## src/rtl/rf_wb_queue.sv

```systemverilog
// In-order write-back queue feeding the register file write port (A3/WD3/WE).
// Define RF_WB_FWD_EN to add chk_data (youngest pending value for chk_addr).
module rf_wb_queue #(
    parameter int DEPTH = 4,
    parameter int AW    = 5,
    parameter int DW    = 32
) (
    input  logic          clk,
    input  logic          reset,
    input  logic          alu_valid,
    output logic          alu_ready,
    input  logic [AW-1:0] alu_rd,
    input  logic [DW-1:0] alu_data,
    input  logic          lsu_valid,
    output logic          lsu_ready,
    input  logic [AW-1:0] lsu_rd,
    input  logic [DW-1:0] lsu_data,
    output logic [AW-1:0] A3,
    output logic [DW-1:0] WD3,
    output logic          WE,
    input  logic [AW-1:0] chk_addr,
`ifdef RF_WB_FWD_EN
    output logic [DW-1:0] chk_data,
`endif
    output logic          chk_busy
);
    localparam int PW = $clog2(DEPTH);
    localparam int CW = PW + 1;

    logic [AW-1:0] rd_mem   [DEPTH];
    logic [DW-1:0] data_mem [DEPTH];
    logic [PW-1:0] rd_ptr;
    logic [PW-1:0] wr_ptr;
    logic [CW-1:0] count;

    logic          lsu_push;
    logic          alu_push;
    logic          pop;
    logic [PW-1:0] alu_slot;
    logic [PW-1:0] scan_idx;
    logic          busy_c;
    logic [DW-1:0] fwd_c;

    assign lsu_ready = (count < CW'(DEPTH));
    assign alu_ready = (count <= CW'(DEPTH - 2));

    // Register-0 writes handshake normally but never occupy a slot.
    assign lsu_push  = lsu_valid & lsu_ready & (lsu_rd != '0);
    assign alu_push  = alu_valid & alu_ready & (alu_rd != '0);
    assign pop       = (count != '0);
    assign alu_slot  = wr_ptr + PW'(lsu_push);

    assign WE  = pop;
    assign A3  = rd_mem[rd_ptr];
    assign WD3 = data_mem[rd_ptr];

    always_ff @(posedge clk or posedge reset) begin
        if (reset) begin
            for (int unsigned i = 0; i < DEPTH; i++) begin
                rd_mem[i]   <= '0;
                data_mem[i] <= '0;
            end
            rd_ptr <= '0;
            wr_ptr <= '0;
            count  <= '0;
        end else begin
            if (lsu_push) begin
                rd_mem[wr_ptr]   <= lsu_rd;
                data_mem[wr_ptr] <= lsu_data;
            end
            if (alu_push) begin
                rd_mem[alu_slot]   <= alu_rd;
                data_mem[alu_slot] <= alu_data;
            end
            wr_ptr <= wr_ptr + PW'(lsu_push) + PW'(alu_push);
            rd_ptr <= rd_ptr + PW'(pop);
            count  <= count + CW'(lsu_push) + CW'(alu_push) - CW'(pop);
        end
    end

    // Scan oldest to youngest so the last match is the youngest entry.
    always_comb begin
        busy_c   = 1'b0;
        fwd_c    = '0;
        scan_idx = '0;
        for (int unsigned k = 0; k < DEPTH; k++) begin
            scan_idx = rd_ptr + PW'(k);
            if ((CW'(k) < count) && (chk_addr != '0) && (rd_mem[scan_idx] == chk_addr)) begin
                busy_c = 1'b1;
                fwd_c  = data_mem[scan_idx];
            end
        end
    end

    assign chk_busy = busy_c;
`ifdef RF_WB_FWD_EN
    assign chk_data = fwd_c;
`else
    logic unused_fwd;
    assign unused_fwd = ^fwd_c;
`endif
endmodule

```

## config.mk

```make
export PLATFORM = sky130hd
export DESIGN_NAME = rf_wb_queue
export DESIGN_NICKNAME = d
export VERILOG_FILES = /design/src/rtl/rf_wb_queue.sv
export SDC_FILE = /design/constraint.sdc
export NUM_CORES = 1
export LEC_CHECK = 0
export CAP_MARGIN = 10
export CORE_UTILIZATION = 40
export CTS_BUF_LIST = sky130_fd_sc_hd__clkbuf_16
export DETAILED_ROUTE_END_ITERATION = 8
export HOLD_SLACK_MARGIN = 0.1
export PLACE_DENSITY = 0.66
export SLEW_MARGIN = 20
export SYNTH_ARGS = -nofsm -noshare
export SYNTH_HDL_FRONTEND = slang
export SYNTH_SLANG_ARGS = --single-unit
```

## constraint.sdc

```tcl
create_clock -name clk -period 8 [get_ports clk]
set_input_delay 2.4 -clock clk [delete_from_list [all_inputs] [get_ports clk]]
set_output_delay 2.4 -clock clk [all_outputs]
set_load 0.02 [all_outputs]
```

After elaboration in Yosys (flattened, before gate mapping)
Index checks and enable logic that the tools add are counted.
{"block": "word_totals", "wordCells": 97, "input_bits": 83, "ff_bits": 155, "output_inout_bits": 41}
{"block": "op_classes", "eq_ne": 4, "order_cmp": 14, "reduce_logical": 14, "n_mux": 35, "bitwise": 10, "n_addsub": 9}
{"cell": "$bwmux W128", "count": 2}
{"cell": "$mux W128", "count": 2}
{"cell": "$demux W32 S2", "count": 2}
{"cell": "$mux W32", "count": 4}
{"cell": "$bmux W32 S2", "count": 1}
{"cell": "$mux W5", "count": 10}
{"cell": "$bmux W5 S2", "count": 4}
{"cell": "$bwmux W20", "count": 2}
{"cell": "$mux W20", "count": 2}
{"cell": "$demux W5 S2", "count": 2}
{"cell": "$eq A5 B5 Y1", "count": 4}
{"cell": "$ge A3 B3 Y1 const B", "count": 6}
{"cell": "$not A2 Y3", "count": 6}
{"cell": "$reduce_bool A5 Y1", "count": 3}
{"cell": "$logic_and A1 B1 Y1", "count": 10}
{"cell": "$add A2 B1 Y2", "count": 3}
{"cell": "$add A3 B1 Y3", "count": 2}
{"cell": "$lt A1 B3 Y1 const A", "count": 2}
{"cell": "$lt A2 B3 Y1 const A", "count": 2}
{"cell": "$lt A3 B1 Y1 const B", "count": 2}
{"cell": "$add A2 B2 Y2 const B", "count": 2}
{"cell": "$and A1 B1 Y1", "count": 4}
{"cell": "$mux W1", "count": 4}
{"cell": "$le A3 B2 Y1 const B", "count": 1}
{"cell": "other kinds (4)", "count": 4}

Logic depth before layout (Yosys ltp)
{"block": "depth", "word_depth": 11, "mapped_depth": 9, "depth_no_buf": 9}

Worst setup path before layout
Ideal clock, no wire load.
{"block": "synth_path", "kind": "input-to-output", "startpoint": "in chk_addr[1]", "endpoint": "out chk_busy", "required_ns": 5.600, "slack_ns": 2.106, "t_arrival_ns": 3.494, "path_stages": 6, "n_path_buf": 1, "path_cell_list": "clkbuf_1 > nor4_1 > nor2b_1 > a2111oi_0 > nand2_1 > nand4_1"}
{"block": "synth_via", "elab_chain_len": 7, "word_cells_on_any_way": 17, "cone_classes": "4 x eq/ne; 4 x mux; 9 x reduce/logical"}
{"item": "start, declared", "line": "21", "source": "input logic [AW-1:0] chk_addr,"}
{"item": "$reduce_bool A5 Y1", "line": "88", "source": "if ((CW'(k) < count) && (chk_addr != '0) && (rd_mem[scan_idx] == chk_addr)) begin"}
{"item": "$logic_and A1 B1 Y1 (2 in a row)", "line": "88"}
{"item": "$mux W1 (3 in a row)", "line": "88"}
{"item": "$mux W1 (*)", "line": "88"}
{"item": "end, declared", "line": "25", "source": "output logic chk_busy"}
Every way passes the cells marked *; elsewhere a longest branch is shown, timed or not.

Final worst setup path
Same ends and word-level chain as after synthesis.

==> results.sh <==
export IMPL_synth_area_per_cell_um2=11.4
export IMPL_setup_violations=0
export IMPL_clkSinkCount=155
export IMPL_period_minus_slack_ns=6.92
export IMPL_status="completed"
export IMPL_clock_path_buffers=2
export IMPL_relSlewSlack_pct=26.4
export IMPL_cts_buffers=17
export IMPL_busiest_layer="met2"
export IMPL_critPathKind="input pin to output pin"
export IMPL_vdd_drop_max_mv=0.181
export IMPL_fmax_ghz=0.145
export IMPL_clock_latency_ns=0.42
export IMPL_met2_usage_pct=34.1
export IMPL_core_mm2=0.0222
export IMPL_ys_flop_type="dfrtp_1"
export IMPL_hold_start="data_mem[118]$_DFF_PP0_"
export IMPL_startpoint_type="input pin"
export IMPL_fp_dieW_um=153
export IMPL_viasPerCell=5.42
export IMPL_drt_total_wl_mm=23.0
export IMPL_rows=54
export IMPL_wl_per_cell_um=19.3
export IMPL_drv_max_cap_violation_count=0
export IMPL_cts_clk_slew_worst_paths_ns=0.06
export IMPL_crit_path_start="chk_addr[1]"
export IMPL_seqCellArea_mm2=0.00388
export IMPL_holdPathEnd="data_mem[118]$_DFF_PP0_"
export IMPL_dpl_hpwl_mm=14.6
export IMPL_post_cts_setup_buffers=0
export IMPL_io_pins=124
export IMPL_crit_path_frequent_cell="clkdlybuf4s50_1"
export IMPL_end_kind="output pin"
export IMPL_synth_async_reset_ratio_pct=100
export IMPL_cts_tree="done"
export IMPL_min_period_over_period_pct=86.5
export IMPL_antenna_found_initial=0
export IMPL_finalHoldViolCount=0
export IMPL_crit_path_max_fanout=5
export IMPL_portBuffers=123
export IMPL_finClkSkew_ns=0.00983
export IMPL_multi_input_area_mm2=0.00477
export IMPL_syn_nets=893
export IMPL_synth_seq_cells=155
export IMPL_firstDrtPassIters=4
export IMPL_gr_total_overflow=0
export IMPL_areaGrowthSynthToFinish_pct=19.9
export IMPL_root_buffer="clkbuf_16"
export IMPL_synth_cell_types=42
export IMPL_grt_use_met3_pct=3.57
export IMPL_seq_area_frac_synth_pct=42.4
export IMPL_setup_tns_ns=0
export IMPL_synth_top_cell_by_area="dfrtp_1"
export IMPL_synth_edf_count=0
export IMPL_fillCellCount=2039
export IMPL_worst_pin_slew_ns=1.10
export IMPL_remaining_drc_errors=0
export IMPL_crit_chain="clkdlybuf4s50_1 -> nor4_1 -> nor2b_1 -> a2111oi_0 -> nand2_1 -> nand4_1 -> clkdlybuf4s50_1"
export IMPL_postCtsHoldBufs=0
export IMPL_fin_nets=986
export IMPL_grt_pass1_wl_mm=36.9
export IMPL_gr_usage_met1_pct=27.3
export IMPL_synthTopCellsByCount="dfrtp_1, mux2i_1, nand2_1, nor2_1, o21ai_1"
export IMPL_worstHoldPathType="flop to flop"
export IMPL_synth_area_leaders="dfrtp_1, mux2i_1, mux4_2"
export IMPL_grt_max_degree=105
export IMPL_power_leakage_nw=4.90
export IMPL_vias=6437
export IMPL_n_antenna_cell=0
export IMPL_cts_resized=0
export IMPL_worstReg2RegStart="count[2]$_DFF_PP0_"
export IMPL_holdWs_ns=0.546
export IMPL_synthesis_area_mm2=0.00916
export IMPL_synth_top_area_share_pct=42.4
export IMPL_die_area_mm2=0.0235
export IMPL_powerDensity_mw_per_mm2=445
export IMPL_reg2reg_depth=8
export IMPL_postRouteAntennaNets=0
export IMPL_grt_usage_pct=20.5
export IMPL_arrival_ns=4.52
export IMPL_r2r_end="data_mem[24]$_DFF_PP0_"
export IMPL_slowest_stage="clkdlybuf4s50_1"
export IMPL_regToRegSetupSlack_ns=5.20
export IMPL_finalMaxSlewViolations=0
export IMPL_grt_pass1_vias=6540
export IMPL_yosysMostFrequentCell="dfrtp_1"
export IMPL_worst_ep_required_time_ns=5.60
export IMPL_rsz0062_at_grt="no"
export IMPL_gp_congestion=0.858
export IMPL_initial_utilization_pct=41.3
export IMPL_whs_path_depth=2
export IMPL_htreeDepth=4
export IMPL_drive_gt1_share_pct=15.2
export IMPL_slowest_delay_ns=0.63
export IMPL_dieHeight_um=153
export IMPL_postSynthCellCount=802
export IMPL_yosysWarnings=0
export IMPL_drt_first_iter_violations=457
## where the power goes
part	internal [mW]	leakage (nW)	switching (mW)
Clock	0.459	0.280	0.336
Combinational	1.33	2.79	1.24
Sequential	1.19	1.83	0.336
Total	2.98	4.90	1.91
## per-layer routing
| metal | wire [µm] | vias to the layer above |
|---|---|---|
| met3 | 913 | 23 |
| li1 | - | 3071 |
| met5 | 0 | - |
| met1 | 10400 | 3187 |
| met2 | 11300 | 156 |
| met4 | 303 | 0 |
## registers in the layout, summed over array words and instances, names as in the netlist
name and flops:
count 3, rd_ptr 2, rd_mem 20, data_mem 128
wr_ptr 2
## stage by stage
step | util, % | instances | cell area [µm²] | setup WS [ns] | total power, mW
6_report | 49.5 | 1188 | 11000 | 1.08 | 4.89
3_3_place_gp | 46.9 | 1156 | 10400 | 1.14 | 4.06
3_5_place_dp | 46.9 | 1156 | 10400 | 1.08 | 4.12
5_1_grt | 49.5 | 1188 | 11000 | 0.987 | 5.21
4_1_cts | 49.5 | 1188 | 11000 | 1.07 | 4.93
2_1_floorplan | - | 802 | 9160 | 1.42 | 3.31
## cell usage in the layout (no fill, tap or decap), types with 3 or more instances in the layout
master / netlist / layout
mux2i_1: 154 / 154
dfrtp_1: 155 / 153
clkdlybuf4s50_1: 0 / 123
nand2_1: 76 / 76
nor2_1: 76 / 76
o21ai_1: 61 / 61
mux4_2: 51 / 51
a21oi_1: 45 / 45
a21oi_2: 30 / 30
xor2_1: 17 / 17
clkbuf_16: 0 / 17
o21ai_0: 16 / 16
buf_4: 10 / 16
inv_1: 10 / 9
xnor2_1: 6 / 6
ha_1: 6 / 6
clkinv_4: 0 / 5
nor4_1: 4 / 4
nand4_1: 4 / 4
inv_6: 0 / 3
clkinv_1: 0 / 3
## cells by family after synthesis
| family | after synthesis | synth area share, % |
|---|---|---|
| buffers and inverters | 75 | 6.12 |
| and+or+nand+nor | 174 | 8.00 |
| muxes | 205 | 29.4 |
| xor gates and xnor gates | 23 | 2.20 |
| DFF | 155 | 42.4 |
| adders and majority gates | 8 | 1.26 |
| AOI/OAI and AO/OA | 162 | 10.7 |
## critical path, delay by kind of cell
kind	cells	cell delay, ns
buf+inv	2	1.24
compound gates	1	0.39
simple gates	4	0.49
## how the worst max path moves through the flow
| stage | depth (start not counted) | slack, ns | to |
|---|---|---|---|
| floorplan | 1 | 1.42 | count[0]$_DFF_PP0_ |
| global placement | 7 | 1.14 | chk_busy |
| detailed placement | 7 | 1.08 | chk_busy |
| CTS | 7 | 1.07 | chk_busy |
| global route | 7 | 0.99 | chk_busy |
| finish | 7 | 1.08 | chk_busy |
## area by class of cell
cell class | count | area share [%]
multi-input combinational | 572 | 43.5
timing repair buffer | 139 | 12.3
inverter | 10 | 0.388
clock inverter | 15 | 1.37
sequential | 155 | 35.4
tap | 280 | 3.19
clock buffer | 17 | 3.88
Note: power is estimated with default switching activity, not from simulation.
